### src/rtl/exp_subtractor.sv
// exp_subtractor: quotient exponent path for the floating-point divider.
// Two-stage valid/ready pipeline computing exp_q = exp_a - exp_b + BIAS - norm_dec,
// saturated, with divide-by-zero, special-operand, overflow and underflow flags.
// Ports:
//   clk, rst            rising-edge clock, asynchronous active-high reset
//   in_valid/in_ready   input handshake (in_ready is combinational, no bubbles)
//   exp_a, exp_b        dividend / divisor biased exponents
//   norm_dec            1 = quotient mantissa needs a 1-bit left normalize
//   out_valid/out_ready output handshake; outputs hold while stalled
//   exp_q               biased quotient exponent (saturated)
//   ovf, unf, dbz, spec result flags, at most one high per beat
module exp_subtractor #(
  parameter int EW   = 8,
  parameter int BIAS = 127
) (
  input  logic          clk,
  input  logic          rst,
  input  logic          in_valid,
  output logic          in_ready,
  input  logic [EW-1:0] exp_a,
  input  logic [EW-1:0] exp_b,
  input  logic          norm_dec,
  output logic          out_valid,
  input  logic          out_ready,
  output logic [EW-1:0] exp_q,
  output logic          ovf,
  output logic          unf,
  output logic          dbz,
  output logic          spec
);
  // Two guard bits keep the full difference and bias range signed without wrap.
  localparam int DW = EW + 2;
  localparam logic [EW-1:0]        ONES   = '1;
  localparam logic [DW-1:0]        BIAS_W = DW'(BIAS);
  localparam logic signed [DW-1:0] R_MAX  = DW'(2**EW - 2);
  localparam logic signed [DW-1:0] R_ONE  = DW'(1);
  logic          s2_adv, s1_adv, load1, load2;
  logic          s1_valid_q, s1_valid_d;
  logic [DW-1:0] s1_d_q, s1_d_d;
  logic          s1_nd_q, s1_nd_d;
  logic          s1_spec_q, s1_spec_d;
  logic          s1_za_q, s1_za_d;
  logic          s1_zb_q, s1_zb_d;
  logic          s2_valid_q, s2_valid_d;
  logic [EW-1:0] s2_exp_q, s2_exp_d;
  logic          s2_ovf_q, s2_ovf_d;
  logic          s2_unf_q, s2_unf_d;
  logic          s2_dbz_q, s2_dbz_d;
  logic          s2_spec_q, s2_spec_d;
  logic [DW-1:0] r;
  logic          is_ovf, is_unf, normal, f_dbz, f_ovf, f_unf;
  logic [EW-1:0] res;
  always_comb begin
    s2_adv     = ~s2_valid_q | out_ready;
    s1_adv     = ~s1_valid_q | s2_adv;
    in_ready   = s1_adv;
    load1      = s1_adv & in_valid;
    load2      = s2_adv & s1_valid_q;
    s1_valid_d = s1_adv ? in_valid : s1_valid_q;
    s1_d_d     = load1 ? {2'b00, exp_a} - {2'b00, exp_b} : s1_d_q;
    s1_nd_d    = load1 ? norm_dec : s1_nd_q;
    s1_spec_d  = load1 ? (exp_a == ONES) | (exp_b == ONES) : s1_spec_q;
    s1_za_d    = load1 ? exp_a == '0 : s1_za_q;
    s1_zb_d    = load1 ? exp_b == '0 : s1_zb_q;
    r          = s1_d_q + BIAS_W - {{(DW-1){1'b0}}, s1_nd_q};
    is_ovf     = $signed(r) > R_MAX;
    is_unf     = $signed(r) < R_ONE;
    // Zero dividend outranks divide-by-zero so 0/0 leaves with no flags.
    normal     = ~s1_spec_q & ~s1_za_q & ~s1_zb_q;
    f_dbz      = ~s1_spec_q & ~s1_za_q & s1_zb_q;
    f_ovf      = normal & is_ovf;
    f_unf      = normal & ~is_ovf & is_unf;
    res        = (s1_spec_q | f_dbz | f_ovf) ? ONES :
                 (s1_za_q | f_unf) ? '0 : r[EW-1:0];
    s2_valid_d = s2_adv ? s1_valid_q : s2_valid_q;
    s2_exp_d   = load2 ? res : s2_exp_q;
    s2_ovf_d   = load2 ? f_ovf : s2_ovf_q;
    s2_unf_d   = load2 ? f_unf : s2_unf_q;
    s2_dbz_d   = load2 ? f_dbz : s2_dbz_q;
    s2_spec_d  = load2 ? s1_spec_q : s2_spec_q;
  end
  always_ff @(posedge clk or posedge rst) begin
    if (rst) begin
      s1_valid_q <= 1'b0;
      s1_d_q     <= '0;
      s1_nd_q    <= 1'b0;
      s1_spec_q  <= 1'b0;
      s1_za_q    <= 1'b0;
      s1_zb_q    <= 1'b0;
      s2_valid_q <= 1'b0;
      s2_exp_q   <= '0;
      s2_ovf_q   <= 1'b0;
      s2_unf_q   <= 1'b0;
      s2_dbz_q   <= 1'b0;
      s2_spec_q  <= 1'b0;
    end else begin
      s1_valid_q <= s1_valid_d;
      s1_d_q     <= s1_d_d;
      s1_nd_q    <= s1_nd_d;
      s1_spec_q  <= s1_spec_d;
      s1_za_q    <= s1_za_d;
      s1_zb_q    <= s1_zb_d;
      s2_valid_q <= s2_valid_d;
      s2_exp_q   <= s2_exp_d;
      s2_ovf_q   <= s2_ovf_d;
      s2_unf_q   <= s2_unf_d;
      s2_dbz_q   <= s2_dbz_d;
      s2_spec_q  <= s2_spec_d;
    end
  end
  assign out_valid = s2_valid_q;
  assign exp_q     = s2_exp_q;
  assign ovf       = s2_ovf_q;
  assign unf       = s2_unf_q;
  assign dbz       = s2_dbz_q;
  assign spec      = s2_spec_q;
endmodule

### config.mk
export PLATFORM = sky130hd
export DESIGN_NAME = exp_subtractor
export DESIGN_NICKNAME = d
export VERILOG_FILES = /design/src/rtl/exp_subtractor.sv
export SDC_FILE = /design/constraint.sdc
export NUM_CORES = 1
export LEC_CHECK = 0
export BUFFER_PORTS_ARGS = -buffer_cell sky130_fd_sc_hd__buf_2
export CORE_ASPECT_RATIO = 1.1
export CORE_UTILIZATION = 49
export DETAILED_ROUTE_END_ITERATION = 7
export PLACE_DENSITY = 0.72
export SLEW_MARGIN = 15
export SYNTH_ARGS = -nofsm -noshare
export SYNTH_HDL_FRONTEND = slang
export SYNTH_SLANG_ARGS = --single-unit
### constraint.sdc
create_clock -name clk -period 5.25 [get_ports clk]
set_clock_uncertainty 0.1 [all_clocks]
set_input_delay 1.05 -clock clk [delete_from_list [all_inputs] [get_ports clk]]
set_output_delay 1.05 -clock clk [all_outputs]
set_load 0.005 [all_outputs]
# == Word level (Yosys, flattened, before mapping) ==
# Cells that the tools add are included.
# word_totals
output_inout_bits,14
regBits,28
word_cells,43
input_bits,21
# op_classes
bitwise_logic,20
n_addsub,3
n_eq_ne,2
n_mux,2
n_lt_le_gt_ge,2
reduce_logical,2
# ops
cell,n
== test 8 bit (second input constant),2
zero test 8 bit,2
2-to-1 mux 8 bit,2
adder 10 x 7 -> 10 bit (second input constant),1
> comparator 10 x 9 -> 1 bit (second input constant),1
< comparator 10 x 2 -> 1 bit (second input constant),1
subtractor 10 x 1 -> 10 bit,1
subtractor 8 x 8 -> 9 bit,1
AND 1 bit,8
inverter 1 bit,6
bitwise OR 1 bit,6

# == Longest topological paths before layout ==
# Gate-level depths: netlist of run 1.
# depth
depth_word,9
mapped_depth,12

# == Least setup slack after synthesis of run 1 ==
# No wires, ideal clock.
# synth_path
path_type,register to register
startpoint,reg s1_nd_q
endpoint,"reg s2_exp_q[1], in the netlist exp_q[1]"
arrival_time_ps,2523
n_path_buf,1
stages_incl_launch_ff,13
period_less_slack_ps,2723
path_slack_ps,2527
setup_time_ps,99
required_ps,5051
path_cell_list,dfrtp_1 > inv_1 > ha_1 > ha_1 > inv_1 > fa_1 > nand2b_1 > a211oi_2 > nor3_1 > or2_1 > o32a_1 > buf_6 > a311oi_1
# synth_between
elab_chain_cells,8
word_cells_on_any_way,11
classes_between,add/sub (1); order compare (2); mux (2); bitwise (6)
# synth_rtl
element,line_no,rtl
start: declaration,40,"logic s1_nd_q, s1_nd_d;"
start signal: assignment,99,s1_nd_q <= s1_nd_d;
subtractor 10 x 1 -> 10 bit (*),65,"r = s1_d_q + BIAS_W - {{(DW-1){1'b0}}, s1_nd_q};"
> comparator 10 x 9 -> 1 bit,66,is_ovf = $signed(r) > R_MAX;
inverter 1 bit,72,f_unf = normal & ~is_ovf & is_unf;
AND 1 bit (2 in series),72,
bitwise OR 1 bit,74,(s1_za_q | f_unf) ? '0 : r[EW-1:0];
2-to-1 mux 8 bit,74,
2-to-1 mux 8 bit (*),73,res = (s1_spec_q | f_dbz | f_ovf) ? ONES :
end signal: assignment,104,s2_exp_q <= s2_exp_d;
end: declaration,45,"logic [EW-1:0] s2_exp_q, s2_exp_d;"
# Every way passes the cells marked *; elsewhere a longest branch is shown, timed or not.
# A chain may end at the register's enable or synchronous reset.

# == Worst setup path in the final report of run 1 ==
# layout_path
startpoint,reg s1_nd_q
endpoint,"reg s2_exp_q[0], in the netlist exp_q[0]"
# Same word-level chain as after synthesis.

==> out/qor.txt, run 1 <==
P_leak - 1.016 nW
Die height - 67.60 um
Syn_nets - 259
Clk root buf - clkbuf_8
Design area - 2162 sq um
Synth top area cells - dfrtp_1 (35%), ha_1 (10%), nand2_1 (5.3%), inv_1 (4.3%), a311oi_1 (3.7%)
Congestion Overflow GR - 0
Hold_buf cts - 0
Status - finished, final reports clean
Fmax - 334.0 MHz
Proportion of layout cells with a drive suffix above 1 - 17.93%
Final Max Slew Viols - 0
Total track usage - 19.87%
Slowest-stage cell, CP - o32a_1
Most frequent cells in the layout - buf_2 (34), nand2_1 (27), dfrtp_1 (27)
MaxCap Viol Count - 0
Mapped Avg Cell Area - 8.713 sq um
Max_slew headroom - 36.31%
Detailed Place HPWL - 2.827 mm
Worst-Margin Slew - 0.9543 ns
Mapped Area - 1917 sq um
DIE WIDTH - 61.64 um
PwrDens - 362.5 nW/um^2
Num ports - 35
Synth-to-layout area growth - 12.79%
Clk Latency, worst-skew pair - 0.27 ns
Nets@finish - 291
Min Hold Slack - 0.3772 ns
Initial DRC count - 24
Sum of buffers and inverters on the critical path - 2
Initial antenna violation count - 0
Maximum vdd drop - 143.0 uV
Number of distinct library cells after synthesis - 46
CP arrival - 3.06 ns
RSZ-0062 raised after global routing - false
Crit share post-route - 57.03%
CTS max path bufs - 2
Rows - 23
Crit path kind - reg -> reg
Core area - 3684 sq um
Die area - 4166 sq um
Starting Density - 52.04%
Vias/cell - 5.455
Clock sinks - 27
Post-synthesis sequential area ratio - 35.25%
Worst Path Required - 5.32 ns
ANT cells - 0
Top FF cell, synth - dfrtp_1
Antenna viol nets, final - 0
Biggest cell delay along the critical path - 0.42 ns
Drt wl/cell - 11.78 um
Drt first pass iters - 4
Async set or reset register ratio after synthesis - 100.0%
Crit start category - register
DRC Markers - 0
Final GP Congestion - 0.8236
Post-CTS Resized - 0
Cell family with most CP delay - compound AO/OA/AOI/OAI gates
Crit. End Element - register
Final WL - 3.545 mm
Top fanout value on the critical path - 9
Global-route wire length before repair - 6.196 mm
Port buffer count - 34
Reg clk slew, reported paths - 0.09 ns
Post-synth top area cell - dfrtp_1
Post-Synthesis Cells - 220
Yosys reg bits - 27
CTS tree - done
Post-CTS Setup Bufs - 0
Number of flops mapped to enable cells by yosys - 0
H-tree Lvls - 1
Cell Area, Placed - 2116 sq um
Setup tns final - 0 ns
Final Critical Period - 2.994 ns
Yosys warning total - 0
Worst path cell trace - inv_1 -> ha_1 -> ha_1 -> inv_1 -> fa_1 -> nand2b_1 -> a211oi_2 -> o22ai_1 -> nand4b_1 -> o32a_1 -> a311oi_1
Endpoints failing hold - 0
Number of buffers created by CTS - 3
Largest net degree at the start of global routing - 30
Vias in the first global route - 1541
Via count - 1642
Worst hold path type - reg -> reg
Setup-failing EPs final - 0
Commonest non-fill, non-tap cell in the layout - buf_2
Yosys top cell area share - 35.25%
-- through the flow --
step	total power, mW	setup WS (ns)	util [%]	std cells
global route	0.8605	2.026	58.70	301
detailed placement	0.6709	2.251	57.44	297
floorplan	0.5859	2.527	-	220
finish	0.7837	2.256	58.70	301
CTS	0.7890	2.245	58.70	301
global placement	0.6631	2.338	57.44	297
-- cells in the mapped netlist, drive strengths merged (2+ instances only) --
| master | count |
|---|---|
| a21o | 2 |
| o41ai | 2 |
| nor2b | 2 |
| nand4 | 6 |
| and2 | 2 |
| a311oi | 8 |
| o21ai | 9 |
| a211oi | 3 |
| inv | 22 |
| dfrtp | 27 |
| o31ai | 5 |
| or2 | 2 |
| nand2b | 8 |
| nand2 | 27 |
| o21a | 8 |
| nor3b | 2 |
| nor3 | 8 |
| ha | 16 |
| xor2 | 3 |
| a21oi | 7 |
| nor2 | 16 |
| clkbuf | 6 |
| xnor2 | 2 |
| fa | 2 |
| or3 | 2 |
| nor4 | 5 |
| nand3b | 2 |
-- cell type report --
cell class	count	area (sq um)
Timing Repair Buffer	34	170.2
Clock inverter	1	5.005
Fill cell	369	1521
Sequential cell	27	675.6
Multi-Input combinational cell	164	1125
Inverter	22	82.58
Clock buffer	3	41.29
Tap cell	50	62.56
-- logic make-up (layout without fill, tap and decap cells) --
kind of cell    Yosys count  in the layout  synth area share [%]
compound gates           53             53                 20.04
xor+xnor                  5              5                 2.285
fa+ha+maj                18             18                 12.53
buf+inv                  29             60                 6.070
flops                    27             27                 35.25
mux                       1              1                0.5874
simple gates             87             87                 23.24
-- registers in the layout, summed over array words and instances, names as in the netlist --
name        flops
spec            1
s1_spec_q       1
unf             1
s1_zb_q         1
s1_valid_q      1
s1_nd_q         1
out_valid       1
s1_d_q          9
ovf             1
exp_q           8
dbz             1
s1_za_q         1
-- power by group --
part | total [mW] | internal, mW | switching (mW) | leakage (nW)
Sequential | 0.291 | 0.260 | 0.0312 | 0.324
Clock | 0.118 | 0.0532 | 0.0647 | 0.0255
Combinational | 0.375 | 0.175 | 0.200 | 0.667
Total | 0.784 | 0.488 | 0.296 | 1.02
-- worst paths after layout --
check | startpoint | slack [ns] | cells past startpoint | end
worst max-delay path | s1_nd_q | 2.26 | 11 | exp_q[0]
worst min-delay path | spec | 0.38 | 2 | spec
worst max register to register | s1_nd_q | 2.26 | 11 | exp_q[0]
worst min register to register | spec | 0.38 | 2 | spec
max in group asynchronous | rst | 3.59 | 2 | s1_nd_q
min in group asynchronous | rst | 0.88 | 2 | spec
-- metal layers --
metal / vias to the layer above / global-route usage (%) / routed length (um)
li1: 865 / - / -
met1: 736 / 23.31 / 1635
met5: - / 0 / 0
met4: 0 / 9.444 / 84
met3: 6 / 1.724 / 91
met2: 35 / 35.62 / 1733
-- worst register-to-register path, cell delays in order, from the launching register on --
cell	delay [ns]
dfrtp_1	0.39
inv_1	0.06
ha_1	0.13
ha_1	0.19
inv_1	0.06
fa_1	0.39
nand2b_1	0.18
a211oi_2	0.27
o22ai_1	0.15
nand4b_1	0.20
o32a_1	0.42
a311oi_1	0.34
(Power assumes the default switching activity.)
==> run 2, diff against run 1 <==
--- a/config.mk
+++ b/config.mk
@@ -9,7 +9,7 @@
 export CORE_ASPECT_RATIO = 1.1
 export CORE_UTILIZATION = 49
 export DETAILED_ROUTE_END_ITERATION = 7
-export PLACE_DENSITY = 0.72
+export PLACE_DENSITY = 0.74
 export SLEW_MARGIN = 15
 export SYNTH_ARGS = -nofsm -noshare
 export SYNTH_HDL_FRONTEND = slang
==> constraint.sdc (replaced) <==
create_clock -name clk -period 2.6 [get_ports clk]
set_clock_uncertainty 0.1 [all_clocks]
set_input_delay 0.52 -clock clk [delete_from_list [all_inputs] [get_ports clk]]
set_output_delay 0.52 -clock clk [all_outputs]
set_load 0.005 [all_outputs]
==> run 2 against run 1 <==
Net effect:
- the run now ends with negative setup slack left
- flip-flop and latch count stayed put
- global-route usage is 1.4 points higher
- worst hold slack worse by 0.20 ns
- routed wire length is 17% higher
- die area stayed put
- via count is 6.3% higher
- clock power is 120% higher
- critical endpoint is now exp_q[7]
==> out/qor.txt, run 2 (synthesis results as in run 1) <==
Max_slew headroom - 53.17%
Reg2reg end - exp_q[7]
Die height - 67.60 um
Core area - 3684 sq um
Synth-to-layout area growth - 24.15%
Proportion of layout cells with a drive suffix above 1 - 27.65%
Num ports - 35
Number of buffers created by CTS - 3
Worst Path Required - 2.70 ns
RSZ-0062 raised after global routing - true
Violations in the final reports - negative setup slack
Drt first pass iters - 4
CP Launch Point - s1_nd_q
Top fanout value on the critical path - 5
Vias/cell - 5.557
Worst-Margin Slew - 0.6986 ns
Final GP Congestion - 0.8302
Worst path cell trace - inv_1 -> ha_2 -> ha_4 -> inv_2 -> fa_2 -> nand2b_4 -> a211oi_4 -> o22ai_2 -> nand4b_1 -> o32a_4 -> a311oi_2
DRC Markers - 0
Non-Filler Instances - 314
Setup-failing EPs final - 10
CTS tree - done
Vias in the first global route - 1553
H-tree Lvls - 1
Clk root buf - clkbuf_8
Max FFs per register - 9
Min Hold Slack - 0.1760 ns
Final Critical Period - 2.756 ns
Worst hold path type - in -> async
P_leak - 1.102 nW
Commonest non-fill, non-tap cell in the layout - buf_2
Most frequent cells in the layout - buf_2 (34), nand2_1 (27), dfrtp_1 (27)
Hold_buf cts - 0
Cells on worst reg2reg path - 11
Via count - 1745
Placed Cells incl. Taps - 306
Detailed Place HPWL - 3.081 mm
Worst setup path end - exp_q[7]
Clk Latency, worst-skew pair - 0.28 ns
Crit path kind - reg -> reg
Crit. End Element - register
Clock sinks - 27
Nets@finish - 304
Fmax - 362.8 MHz
MaxCap Viol Count - 0
Total track usage - 21.29%
Register area - 675.6 sq um
Crit share post-route - 106.0%
CTS max path bufs - 2
Multi-input gate area - 1250 sq um
Congestion Overflow GR - 0
Die area - 4166 sq um
Initial antenna violation count - 0
CP arrival - 2.85 ns
PwrDens - 786.2 nW/um^2
Reg2reg setup slack - -0.16 ns
Largest net degree at the start of global routing - 28
Reg clk slew, reported paths - 0.10 ns
Global-route wire length before repair - 6.568 mm
ANT cells - 0
Initial DRC count - 44
Reg-to-reg startpoint - s1_nd_q
DIE WIDTH - 61.64 um
Maximum vdd drop - 292.8 uV
Fillcell total - 338
Drt wl/cell - 13.18 um
Starting Density - 52.04%
Final WL - 4.138 mm
Biggest cell delay along the critical path - 0.39 ns
Antenna viol nets, final - 0
Status - complete, but fails checks
Endpoints failing hold - 0
Crit start category - register
Biggest register - s1_d_q
Tot Pwr - 1.871 mW
Rows - 23
Final Max Slew Viols - 0
Final WS setup - -0.1560 ns
Slowest-stage cell, CP - dfrtp_1
Port buffer count - 34
## run 2: cell type report
type                       instances  share of cell area [%]
inverter                          22                   3.470
sequential                        27                   28.39
tap                               50                   2.629
multi-input combinational        165                   52.52
clock inverter                     1                  0.3155
clock buffer                       3                   1.735
timing repair buffer              46                   10.94
## run 2: worst max-delay path: cells and delay by family (launching register included)
family / cells / cell delay (ns)
compound gates: 4 / 1.04
fa+ha+maj: 3 / 0.64
simple gates: 2 / 0.41
flops: 1 / 0.39
buf+inv: 2 / 0.09
## run 2: how the worst min path moves through the flow
stage / slack (ns) / from / endpoint
after floorplan: 0.36 / s1_d_q[0] / s1_d_q[0]
after global placement: 0.36 / spec / spec
after detailed placement: 0.37 / spec / spec
after CTS: 0.18 / rst / spec
after global routing: 0.22 / rst / spec
final: 0.18 / rst / out_valid
## run 2: what timing repair did
action,in CTS,in global routing
pin swaps,13,3
resized for setup,10,3
setup buffers,2,1
endpoints found under the setup margin,10,10
cloned,1,0
## run 2: routing by layer
layer  share of wire, %  vias to the layer above  global-route usage [%]
met5                  0                        -                       0
met4                2.2                        0                   10.56
met3                2.8                        7                   2.490
met2                 52                       38                   37.63
met1                 43                      814                   24.88
li1                   -                      886                       -
## run 2: where the power goes
| group | switching [mW] | internal, mW |
|---|---|---|
| sequential | 0.0615 | 0.524 |
| clock | 0.145 | 0.109 |
| combinational | 0.529 | 0.502 |
## run 2: per-stage QoR
| stage | utilization (%) | worst slack [ns] | instance area (sq um) | TNS, ns |
|---|---|---|---|---|
| floorplan | - | -0.05127 | 1942 | -0.4101 |
| global route | 64.61 | -0.3035 | 2380 | -2.657 |
| detailed placement | 59.95 | -0.2347 | 2208 | -1.946 |
| global placement | 59.95 | -0.1110 | 2208 | -0.9786 |
| CTS | 63.79 | -0.1086 | 2350 | -0.7914 |
| finish | 64.61 | -0.1560 | 2380 | -1.263 |
